--- src/rtl/biu_if.sv ---
// ---------------------------------------------------------------------------
// biu_if -- bundle of the bus-interface-unit signals.
//
// Decoder side   : cs_biu, sel_biu, ir (to BIU); ready_bus, err (from BIU)
// Register file  : rf_addr, rf_wdata, rf_we (from BIU); rf_rdata (to BIU,
//                  combinational from rf_addr)
// Memory         : mem_addr, mem_wdata, mem_re, mem_we (from BIU);
//                  mem_rdata, mem_ack (to BIU)
//
// Handshake: the decoder raises cs_biu with sel_biu/ir valid; the BIU
// captures them on the first rising edge where cs_biu=1 and answers with
// ready_bus (plus err) held until cs_biu is seen low.  Memory requests
// (mem_re / mem_we) are levels held until mem_ack=1 is sampled on clk.
//
// Modports: slave = the BIU itself, master = everything around it.
// ---------------------------------------------------------------------------
interface biu_if;
    logic        cs_biu;
    logic [1:0]  sel_biu;
    logic [31:0] ir;
    logic        ready_bus;
    logic        err;
    logic [3:0]  rf_addr;
    logic [15:0] rf_wdata;
    logic        rf_we;
    logic [15:0] rf_rdata;
    logic [7:0]  mem_addr;
    logic [15:0] mem_wdata;
    logic        mem_re;
    logic        mem_we;
    logic [15:0] mem_rdata;
    logic        mem_ack;

    modport slave (
        input  cs_biu, sel_biu, ir, rf_rdata, mem_rdata, mem_ack,
        output ready_bus, err, rf_addr, rf_wdata, rf_we,
               mem_addr, mem_wdata, mem_re, mem_we
    );

    modport master (
        output cs_biu, sel_biu, ir, rf_rdata, mem_rdata, mem_ack,
        input  ready_bus, err, rf_addr, rf_wdata, rf_we,
               mem_addr, mem_wdata, mem_re, mem_we
    );
endinterface

--- src/rtl/biu_unit.sv ---
// ---------------------------------------------------------------------------
// biu_unit -- bus interface unit executing mov / load / store requests
// from the instruction decoder.
//
// Ports:
//   clk      in   system clock (rising edge)
//   rst      in   asynchronous active-high reset
//   bus      biu_if.slave  decoder, register-file and memory signals
//   state_o  out  current FSM state (debug visibility)
//
// Operations (captured from ir in IDLE):
//   mov   : reg[ir[13:10]] <= {8'h00, ir[7:0]}
//   load  : reg[ir[13:10]] <= mem[ir[7:0]]
//   store : mem[ir[7:0]]   <= reg[ir[13:10]]
// Memory accesses time out after 256 request cycles without mem_ack and
// complete with err=1; an illegal select completes with err=1 at once.
// All outputs are registers loaded from the next state, so they change
// only on clock edges (or reset).
// ---------------------------------------------------------------------------
module biu_unit (
    input  logic        clk,
    input  logic        rst,
    biu_if.slave        bus,
    output logic [2:0]  state_o
);

    typedef enum logic [2:0] {
        IDLE   = 3'd0,
        WB     = 3'd1,
        MEM_RD = 3'd2,
        RF_RD  = 3'd3,
        MEM_WR = 3'd4,
        DONE   = 3'd5
    } state_t;

    state_t      state_q, state_d;
    logic [3:0]  idx_q, idx_d;
    logic [7:0]  addr_q, addr_d;
    logic        st_q, st_d;
    logic [15:0] data_q, data_d;
    logic [7:0]  cnt_q, cnt_d;
    logic        err_q, err_d;

    logic        ready_q, rf_we_q, mem_re_q, mem_we_q;
    logic [3:0]  rf_addr_q;
    logic [15:0] rf_wdata_q, mem_wdata_q;
    logic [7:0]  mem_addr_q;

    // Instruction bits the BIU never looks at.
    logic ir_unused;
    assign ir_unused = ^{bus.ir[31:19], bus.ir[17:14], bus.ir[9:8], st_q};

    // Next-state and datapath decisions.  cs_biu is tested with an
    // if/else so that X or Z on it takes the "deasserted" branch.
    always_comb begin
        state_d = state_q;
        idx_d   = idx_q;
        addr_d  = addr_q;
        st_d    = st_q;
        data_d  = data_q;
        cnt_d   = cnt_q;
        err_d   = err_q;

        case (state_q)
            IDLE: begin
                if (bus.cs_biu == 1'b1) begin
                    st_d   = bus.ir[18];
                    idx_d  = bus.ir[13:10];
                    addr_d = bus.ir[7:0];
                    err_d  = 1'b0;
                    cnt_d  = 8'd0;
                    case (bus.sel_biu)
                        2'b00: begin
                            data_d  = {8'h00, bus.ir[7:0]};
                            state_d = WB;
                        end
                        2'b01: state_d = bus.ir[18] ? RF_RD : MEM_RD;
                        default: begin
                            err_d   = 1'b1;
                            state_d = DONE;
                        end
                    endcase
                end
            end
            WB: state_d = DONE;
            MEM_RD: begin
                // An ack on the last counted cycle still wins over timeout.
                if (bus.mem_ack == 1'b1) begin
                    data_d  = bus.mem_rdata;
                    state_d = WB;
                end else if (cnt_q == 8'hFF) begin
                    err_d   = 1'b1;
                    state_d = DONE;
                end else begin
                    cnt_d = cnt_q + 8'd1;
                end
            end
            RF_RD: begin
                data_d  = bus.rf_rdata;
                cnt_d   = 8'd0;
                state_d = MEM_WR;
            end
            MEM_WR: begin
                if (bus.mem_ack == 1'b1) begin
                    state_d = DONE;
                end else if (cnt_q == 8'hFF) begin
                    err_d   = 1'b1;
                    state_d = DONE;
                end else begin
                    cnt_d = cnt_q + 8'd1;
                end
            end
            DONE: begin
                if (bus.cs_biu == 1'b1) begin
                    state_d = DONE;
                end else begin
                    err_d   = 1'b0;
                    state_d = IDLE;
                end
            end
            default: state_d = IDLE;
        endcase
    end

    // State, latched fields and registered Moore outputs.  Outputs are
    // loaded from the next state so they line up with the state register.
    always_ff @(posedge clk or posedge rst) begin
        if (rst) begin
            state_q     <= IDLE;
            idx_q       <= 4'd0;
            addr_q      <= 8'd0;
            st_q        <= 1'b0;
            data_q      <= 16'd0;
            cnt_q       <= 8'd0;
            err_q       <= 1'b0;
            ready_q     <= 1'b0;
            rf_we_q     <= 1'b0;
            mem_re_q    <= 1'b0;
            mem_we_q    <= 1'b0;
            rf_addr_q   <= 4'd0;
            rf_wdata_q  <= 16'd0;
            mem_addr_q  <= 8'd0;
            mem_wdata_q <= 16'd0;
        end else begin
            state_q     <= state_d;
            idx_q       <= idx_d;
            addr_q      <= addr_d;
            st_q        <= st_d;
            data_q      <= data_d;
            cnt_q       <= cnt_d;
            err_q       <= err_d;
            ready_q     <= (state_d == DONE);
            rf_we_q     <= (state_d == WB);
            mem_re_q    <= (state_d == MEM_RD);
            mem_we_q    <= (state_d == MEM_WR);
            rf_addr_q   <= (state_d == WB || state_d == RF_RD) ? idx_d : 4'd0;
            rf_wdata_q  <= (state_d == WB) ? data_d : 16'd0;
            mem_addr_q  <= (state_d == MEM_RD || state_d == MEM_WR) ? addr_d : 8'd0;
            mem_wdata_q <= (state_d == MEM_WR) ? data_d : 16'd0;
        end
    end

    assign bus.ready_bus = ready_q;
    assign bus.err       = err_q & ready_q;
    assign bus.rf_we     = rf_we_q;
    assign bus.rf_addr   = rf_addr_q;
    assign bus.rf_wdata  = rf_wdata_q;
    assign bus.mem_re    = mem_re_q;
    assign bus.mem_we    = mem_we_q;
    assign bus.mem_addr  = mem_addr_q;
    assign bus.mem_wdata = mem_wdata_q;
    assign state_o       = state_q;

endmodule

--- src/flat_wrapper.sv ---
// flat-port wrapper written by rule: the top's interface ports become plain ports
module biu_unit_flat 
  (clk, rst, state_o, bus_cs_biu, bus_sel_biu, bus_ir, bus_rf_rdata, bus_mem_rdata, bus_mem_ack, bus_ready_bus, bus_err, bus_rf_addr, bus_rf_wdata, bus_rf_we, bus_mem_addr, bus_mem_wdata, bus_mem_re, bus_mem_we);
  biu_if bus_i ();
  input  logic clk;
  input  logic rst;
  output logic [2:0] state_o;
  input wire logic [$bits(bus_i.cs_biu)-1:0] bus_cs_biu;
  input wire logic [$bits(bus_i.sel_biu)-1:0] bus_sel_biu;
  input wire logic [$bits(bus_i.ir)-1:0] bus_ir;
  input wire logic [$bits(bus_i.rf_rdata)-1:0] bus_rf_rdata;
  input wire logic [$bits(bus_i.mem_rdata)-1:0] bus_mem_rdata;
  input wire logic [$bits(bus_i.mem_ack)-1:0] bus_mem_ack;
  output wire logic [$bits(bus_i.ready_bus)-1:0] bus_ready_bus;
  output wire logic [$bits(bus_i.err)-1:0] bus_err;
  output wire logic [$bits(bus_i.rf_addr)-1:0] bus_rf_addr;
  output wire logic [$bits(bus_i.rf_wdata)-1:0] bus_rf_wdata;
  output wire logic [$bits(bus_i.rf_we)-1:0] bus_rf_we;
  output wire logic [$bits(bus_i.mem_addr)-1:0] bus_mem_addr;
  output wire logic [$bits(bus_i.mem_wdata)-1:0] bus_mem_wdata;
  output wire logic [$bits(bus_i.mem_re)-1:0] bus_mem_re;
  output wire logic [$bits(bus_i.mem_we)-1:0] bus_mem_we;
  assign bus_i.cs_biu = bus_cs_biu;
  assign bus_i.sel_biu = bus_sel_biu;
  assign bus_i.ir = bus_ir;
  assign bus_i.rf_rdata = bus_rf_rdata;
  assign bus_i.mem_rdata = bus_mem_rdata;
  assign bus_i.mem_ack = bus_mem_ack;
  assign bus_ready_bus = bus_i.ready_bus;
  assign bus_err = bus_i.err;
  assign bus_rf_addr = bus_i.rf_addr;
  assign bus_rf_wdata = bus_i.rf_wdata;
  assign bus_rf_we = bus_i.rf_we;
  assign bus_mem_addr = bus_i.mem_addr;
  assign bus_mem_wdata = bus_i.mem_wdata;
  assign bus_mem_re = bus_i.mem_re;
  assign bus_mem_we = bus_i.mem_we;
  biu_unit u_core (.clk(clk), .rst(rst), .bus(bus_i), .state_o(state_o));
endmodule
--- config.mk ---
export PLATFORM = sky130hd
export DESIGN_NAME = biu_unit_flat
export DESIGN_NICKNAME = d
export VERILOG_FILES = /design/src/rtl/biu_if.sv /design/src/rtl/biu_unit.sv /design/src/flat_wrapper.sv
export SDC_FILE = /design/constraint.sdc
export NUM_CORES = 1
export LEC_CHECK = 0
export CAP_MARGIN = 5
export CORE_MARGIN = 2
export CORE_UTILIZATION = 40
export CTS_CLUSTER_DIAMETER = 80
export CTS_CLUSTER_SIZE = 12
export DETAILED_ROUTE_END_ITERATION = 16
export PLACE_DENSITY = 0.84
export SETUP_SLACK_MARGIN = 0.1
export SYNTH_ARGS = -nofsm -noshare
export SYNTH_HDL_FRONTEND = slang
export SYNTH_SLANG_ARGS = --single-unit
--- constraint.sdc ---
create_clock -name clk -period 8.1 [get_ports clk]
set_input_delay 0.81 -clock clk [delete_from_list [all_inputs] [get_ports clk]]
set_output_delay 0.81 -clock clk [all_outputs]
set_load 0.05 [all_outputs]
After elaboration in Yosys (flattened, before gate mapping)
Cells that the tools add are included.
{"block": "totals", "register_bits": 88}
{"block": "classes", "addsub": 1, "eq_ne": 17, "muxes": 30, "bitwise": 1, "reduce_logical": 10}
{"cell": "two-way mux 16 bit", "n": 5}
{"cell": "two-way mux 8 bit", "n": 6}
{"cell": "one-hot mux 16 bit (3 select lines)", "n": 1}
{"cell": "one-hot mux 8 bit (3 select lines)", "n": 1}
{"cell": "one-hot mux 3 bit (6 select lines)", "n": 1}
{"cell": "two-way mux 3 bit", "n": 5}
{"cell": "== test 3 x 2 -> 1 bit, second input constant", "n": 4}
{"cell": "== test 3 bit, second input constant", "n": 4}
{"cell": "two-way mux 4 bit", "n": 3}
{"cell": "adder 8 x 1 -> 8 bit, second input constant", "n": 1}
{"cell": "== test 8 bit, second input constant", "n": 1}
{"cell": "inequality test 2 bit, second input constant", "n": 4}
{"cell": "== test 3 x 1 -> 1 bit, second input constant", "n": 2}
{"cell": "two-way mux 1 bit", "n": 6}
{"cell": "one-hot mux 3 bit (2 select lines)", "n": 1}
{"cell": "nonzero test 3 bit", "n": 2}
{"cell": "AND reduction 5 bit", "n": 1}
{"cell": "AND reduction 4 bit", "n": 1}
{"cell": "OR reduction 2 bit", "n": 2}
{"cell": "zero test 3 bit", "n": 1}
{"cell": "one-hot mux 1 bit (3 select lines)", "n": 1}
{"cell": "== test 2 x 1 -> 1 bit, second input constant", "n": 1}
{"cell": "zero test 2 bit", "n": 1}
{"cell": "logical OR 1 bit", "n": 2}
{"cell": "other kinds (2)", "n": 2}

Longest topological paths before layout
{"block": "logic_depth", "word_depth": 7, "depth_mapped": 9, "ltp_nobuf": 6}

Worst setup path before layout
Ideal clock, no wire load.
{"block": "synth_timing", "path_kind": "register to register", "startpoint": "reg u_core.state_q[1], in the netlist u_core.state_o[1]", "endpoint": "reg u_core.rf_addr_q[1], in the netlist u_core.bus.rf_addr[1]", "setup_ns": 0.120, "arrival_ns": 1.961, "required_ns": 7.980, "slack_ns": 6.019, "path_stages_with_launch": 6, "n_path_buf": 2, "period_less_slack_ns": 2.081, "cell_sequence": "dfrtp_1 buf_6 nor4b_4 buf_2 mux2_2 and3_1"}
{"block": "synth_via", "word_cells_on_any_way": 16, "cone_classes": "7 x eq/ne; 7 x mux; 2 x reduce/logical"}
{"element": "start, declared", "line_no": "biu_unit.sv:36", "source": "state_t state_q, state_d;"}
{"element": "start signal, assigned", "line_no": "biu_unit.sv:145", "source": "state_q <= state_d;"}
{"element": "zero test 3 bit", "line_no": "biu_unit.sv:64", "source": "case (state_q)"}
{"element": "two-way mux 4 bit", "line_no": "biu_unit.sv:64"}
{"element": "named net u_core.idx_d[1]", "line_no": "biu_unit.sv:37", "source": "logic [3:0] idx_q, idx_d;"}
{"element": "two-way mux 4 bit", "line_no": "biu_unit.sv:156", "source": "rf_addr_q <= (state_d == WB || state_d == RF_RD) ? idx_d : 4'd0;"}
{"element": "end signal, assigned", "line_no": "biu_unit.sv:156"}
{"element": "end, declared", "line_no": "biu_unit.sv:45", "source": "logic [3:0] rf_addr_q;"}
The timed path passes the listed nets, and every way through them passes these cells.
A chain may end at the register's enable or synchronous reset.

Worst setup path after layout
{"block": "layout_timing", "startpoint": "reg u_core.state_q[0], in the netlist u_core.state_o[0]", "endpoint": "out state_o[0]"}
{"element": "end, declared", "line_no": "flat_wrapper.sv:7", "source": "output logic [2:0] state_o;"}
No word-level cell between the ends.

==> impl_metrics.yaml <==
die:
  start_util_pct: 41.5
  num_rows: 34
  die_w_um: 99.3
  dieArea_mm2: 0.00987
  die_height_um: 99.3
  ioPinCount: 122
  core_area_mm2: 0.00876
global_routing:
  grt_pass1_vias: 2777
  grt.total_usage_pct: 17.9
  use_met2_pct: 30.0
  grtUsageMet1_pct: 23.3
  antenna_found_initial: 0
  grt_pass1_wl_mm: 13.8
  met3_usage_pct: 3.37
  busiest_layer: "met2"
  overflow: 0
  grt_max_degree: 89
run:
  maxCapViolations: 0
clock_network:
  htree_levels: 3
  clk_latency_ns: 0.36
  cts-root-buf: "clkbuf_8"
  cts_buffers: 9
  cts_resized: 0
  cts_tree: "built"
  cts_num_sinks: 88
  cts_setup_buffers: 0
  clkTransAtPathRegs_ns: 0.09
  clockBufferDepth: 2
  cts_hold_buf: 0
yosys:
  synth_cell_type_count: 48
  syn-instance-count: 299
  synth_area_leader_cell: "dfrtp_1"
  synthTopCellsByArea: "dfrtp_1 61%, mux2_2 3.7%, and3_1 3.6%, nor2b_1 2.9%, nor2_1 2.5%"
  syn_area_mm2: 0.00364
  synth_area_per_cell_um2: 12.2
  ys_seq_area_share_pct: 60.6
  synth_nets: 370
  async_reset_ff_share_pct: 100
  ys_warn_count: 0
  synth-main-ff-cell: "dfrtp_1"
  synth_top_area_share_pct: 60.6
  synth_edf_count: 0
  synth-seq-cells: 88
final_layout:
  final_common_cell: "clkdlybuf4s50_1"
  layout_common_cells: "102 x clkdlybuf4s50_1, 88 x dfrtp_1, 24 x nor2_1"
  fin_nets: 470
  drive_above_1_share_pct: 10.9
  diodes: 0
  postLayoutCoreUtil_pct: 56.3
  seqCellArea_mm2: 0.00220
  nFillCells: 734
  area_growth_pct: 35.8
  finish.instance_area_mm2: 0.00494
  multiInputGateArea_mm2: 0.00127
drt:
  drt.antenna.violating_nets: 0
  route.detailed.drc: 0
  vias: 2663
  vias_per_cell: 5.20
  dr.pass1.iters: 4
  wire_per_inst_um: 16.5
  totalWireLength_mm: 8.44
  first_iter_violations: 129
pwr:
  powerDensity_mw_per_mm2: 371
  max-vdd-ir-drop_v: 0.000299
  p_leak_nw: 2.25
worst_setup_path:
  crit_cells: 1
  worstPathArrival_ns: 2.43
  crit_path_start_kind: "register"
  r2r-start: "u_core.state_o[0]"
  path_buf_inv: 1
  path_class: "register to primary output"
  crit_end: "state_o[0]"
  critPathCaptureType: "primary output"
  worstPathRequired_ns: 7.29
  timing.rr.end: "u_core.bus.mem_wdata[9]"
  crit_slowest_cell: "dfrtp_1"
  ff2ff_setup_slack_ns: 5.31
  startpoint: "u_core.state_o[0]"
  worstPathCellList: "clkdlybuf4s50_1"
  rr_worst_depth: 5
  crit_path_max_incr_delay_ns: 1.10
  cp_max_fo: 31
  critPathTopFamily: "flip-flops"
worst_hold_path:
  hp-class: "register to register"
timing:
  max_freq_mhz: 308
  slew_headroom_pct: 24.3
  period_share_pct: 40.0
  hold_viol: 0
  rsz0062_at_grt: "false"
  skew_ns: 0.0100
  final_max_slew_viol_count: 0
  setup_viol: 0
  worst_pin_slew_ns: 1.14
  fin_tns_setup_ns: 0
  layout_min_cycle_time_ns: 3.24
placement:
  dpl.hpwl_mm: 5.94
  finalWeightedCongestion: 0.807
  placed_area_mm2: 0.00471
  io_buffers: 102
status:
  outcome: "complete, no violations"
## cells by family after synthesis
logic type	after synthesis	synth area share, %
fa+ha+maj	1	0.344
mux	12	3.72
xor+xnor	3	0.723
simple gates	101	16.1
buf+inv	32	4.61
compound gates	62	14.0
flops	88	60.6
## registers in the layout (all words and copies together), names as in the netlist, 3 cells and up
register	flops
u_core.bus.mem_wdata	16
u_core.bus.rf_wdata	16
u_core.data_q	16
u_core.addr_q	8
u_core.bus.mem_addr	8
u_core.cnt_q	8
u_core.bus.rf_addr	4
u_core.idx_q	4
u_core.state_o	3
## metal layers
metal | share of wire [%] | routed length [µm]
met5 | 0 | 0
met2 | 50 | 4240
met1 | 43 | 3630
met4 | 1.3 | 110
met3 | 5.4 | 452
## how the worst min path moves through the flow
| stage | from | end | slack (ns) | cells past startpoint |
|---|---|---|---|---|
| 2_1_floorplan | u_core.data_q[10] | u_core.data_q[10] | 0.45 | 1 |
| 3_3_place_gp | u_core.data_q[15] | u_core.data_q[15] | 0.47 | 1 |
| 3_5_place_dp | u_core.data_q[8] | u_core.data_q[8] | 0.47 | 1 |
| 4_1_cts | u_core.data_q[8] | u_core.data_q[8] | 0.49 | 1 |
| 5_1_grt | u_core.data_q[8] | u_core.data_q[8] | 0.50 | 1 |
| 6_report | u_core.data_q[8] | u_core.data_q[8] | 0.49 | 1 |
## power breakdown
group | total (mW) | internal (mW) | switching (mW)
logic | 0.825 | 0.310 | 0.515
clock network | 0.338 | 0.177 | 0.161
registers | 0.666 | 0.585 | 0.0811
total | 1.83 | 1.07 | 0.757
## area by class of cell
class / instances / area share [%]
well taps: 108 / 2.74
clock inverters: 7 / 2.05
repair buffers: 106 / 21.3
multi-input cells: 179 / 25.6
flip-flops and latches: 88 / 44.6
clock buffers: 9 / 2.51
inverters: 15 / 1.17
## synth_stat cells (2+ instances only)
cell type  count
dfrtp_1       88
nor2_1        24
and3_1        21
nor2b_1       17
inv_1         15
mux2_2        12
nand2_1       12
a22o_1         9
a221oi_1       8
buf_2          8
a21oi_1        7
a22oi_1        7
o2bb2ai_1      7
buf_6          5
nand2b_1       5
o21ai_0        5
and2_1         4
clkbuf_1       4
nand3_1        4
o31ai_1        3
xnor2_1        3
a211oi_1       2
a211oi_2       2
a21o_1         2
and4_1         2
## worst register-to-register path, delay by kind of cell, from the launching register on
| family | cells | cell delay [ns] |
|---|---|---|
| AOI/OAI and AO/OA | 2 | 0.52 |
| and+or+nand+nor | 3 | 1.01 |
| DFF | 1 | 1.10 |
## through the flow
stage	setup WS, ns	hold WS, ns	std cells	power (mW)
after floorplan	5.01	0.449	299	1.25
after global placement	5.03	0.467	496	1.48
after detailed placement	5.05	0.474	496	1.50
after CTS	4.83	0.493	512	1.84
after global routing	4.72	0.504	512	1.93
final	4.86	0.492	512	1.83
Power figures use the tool's default switching activity.
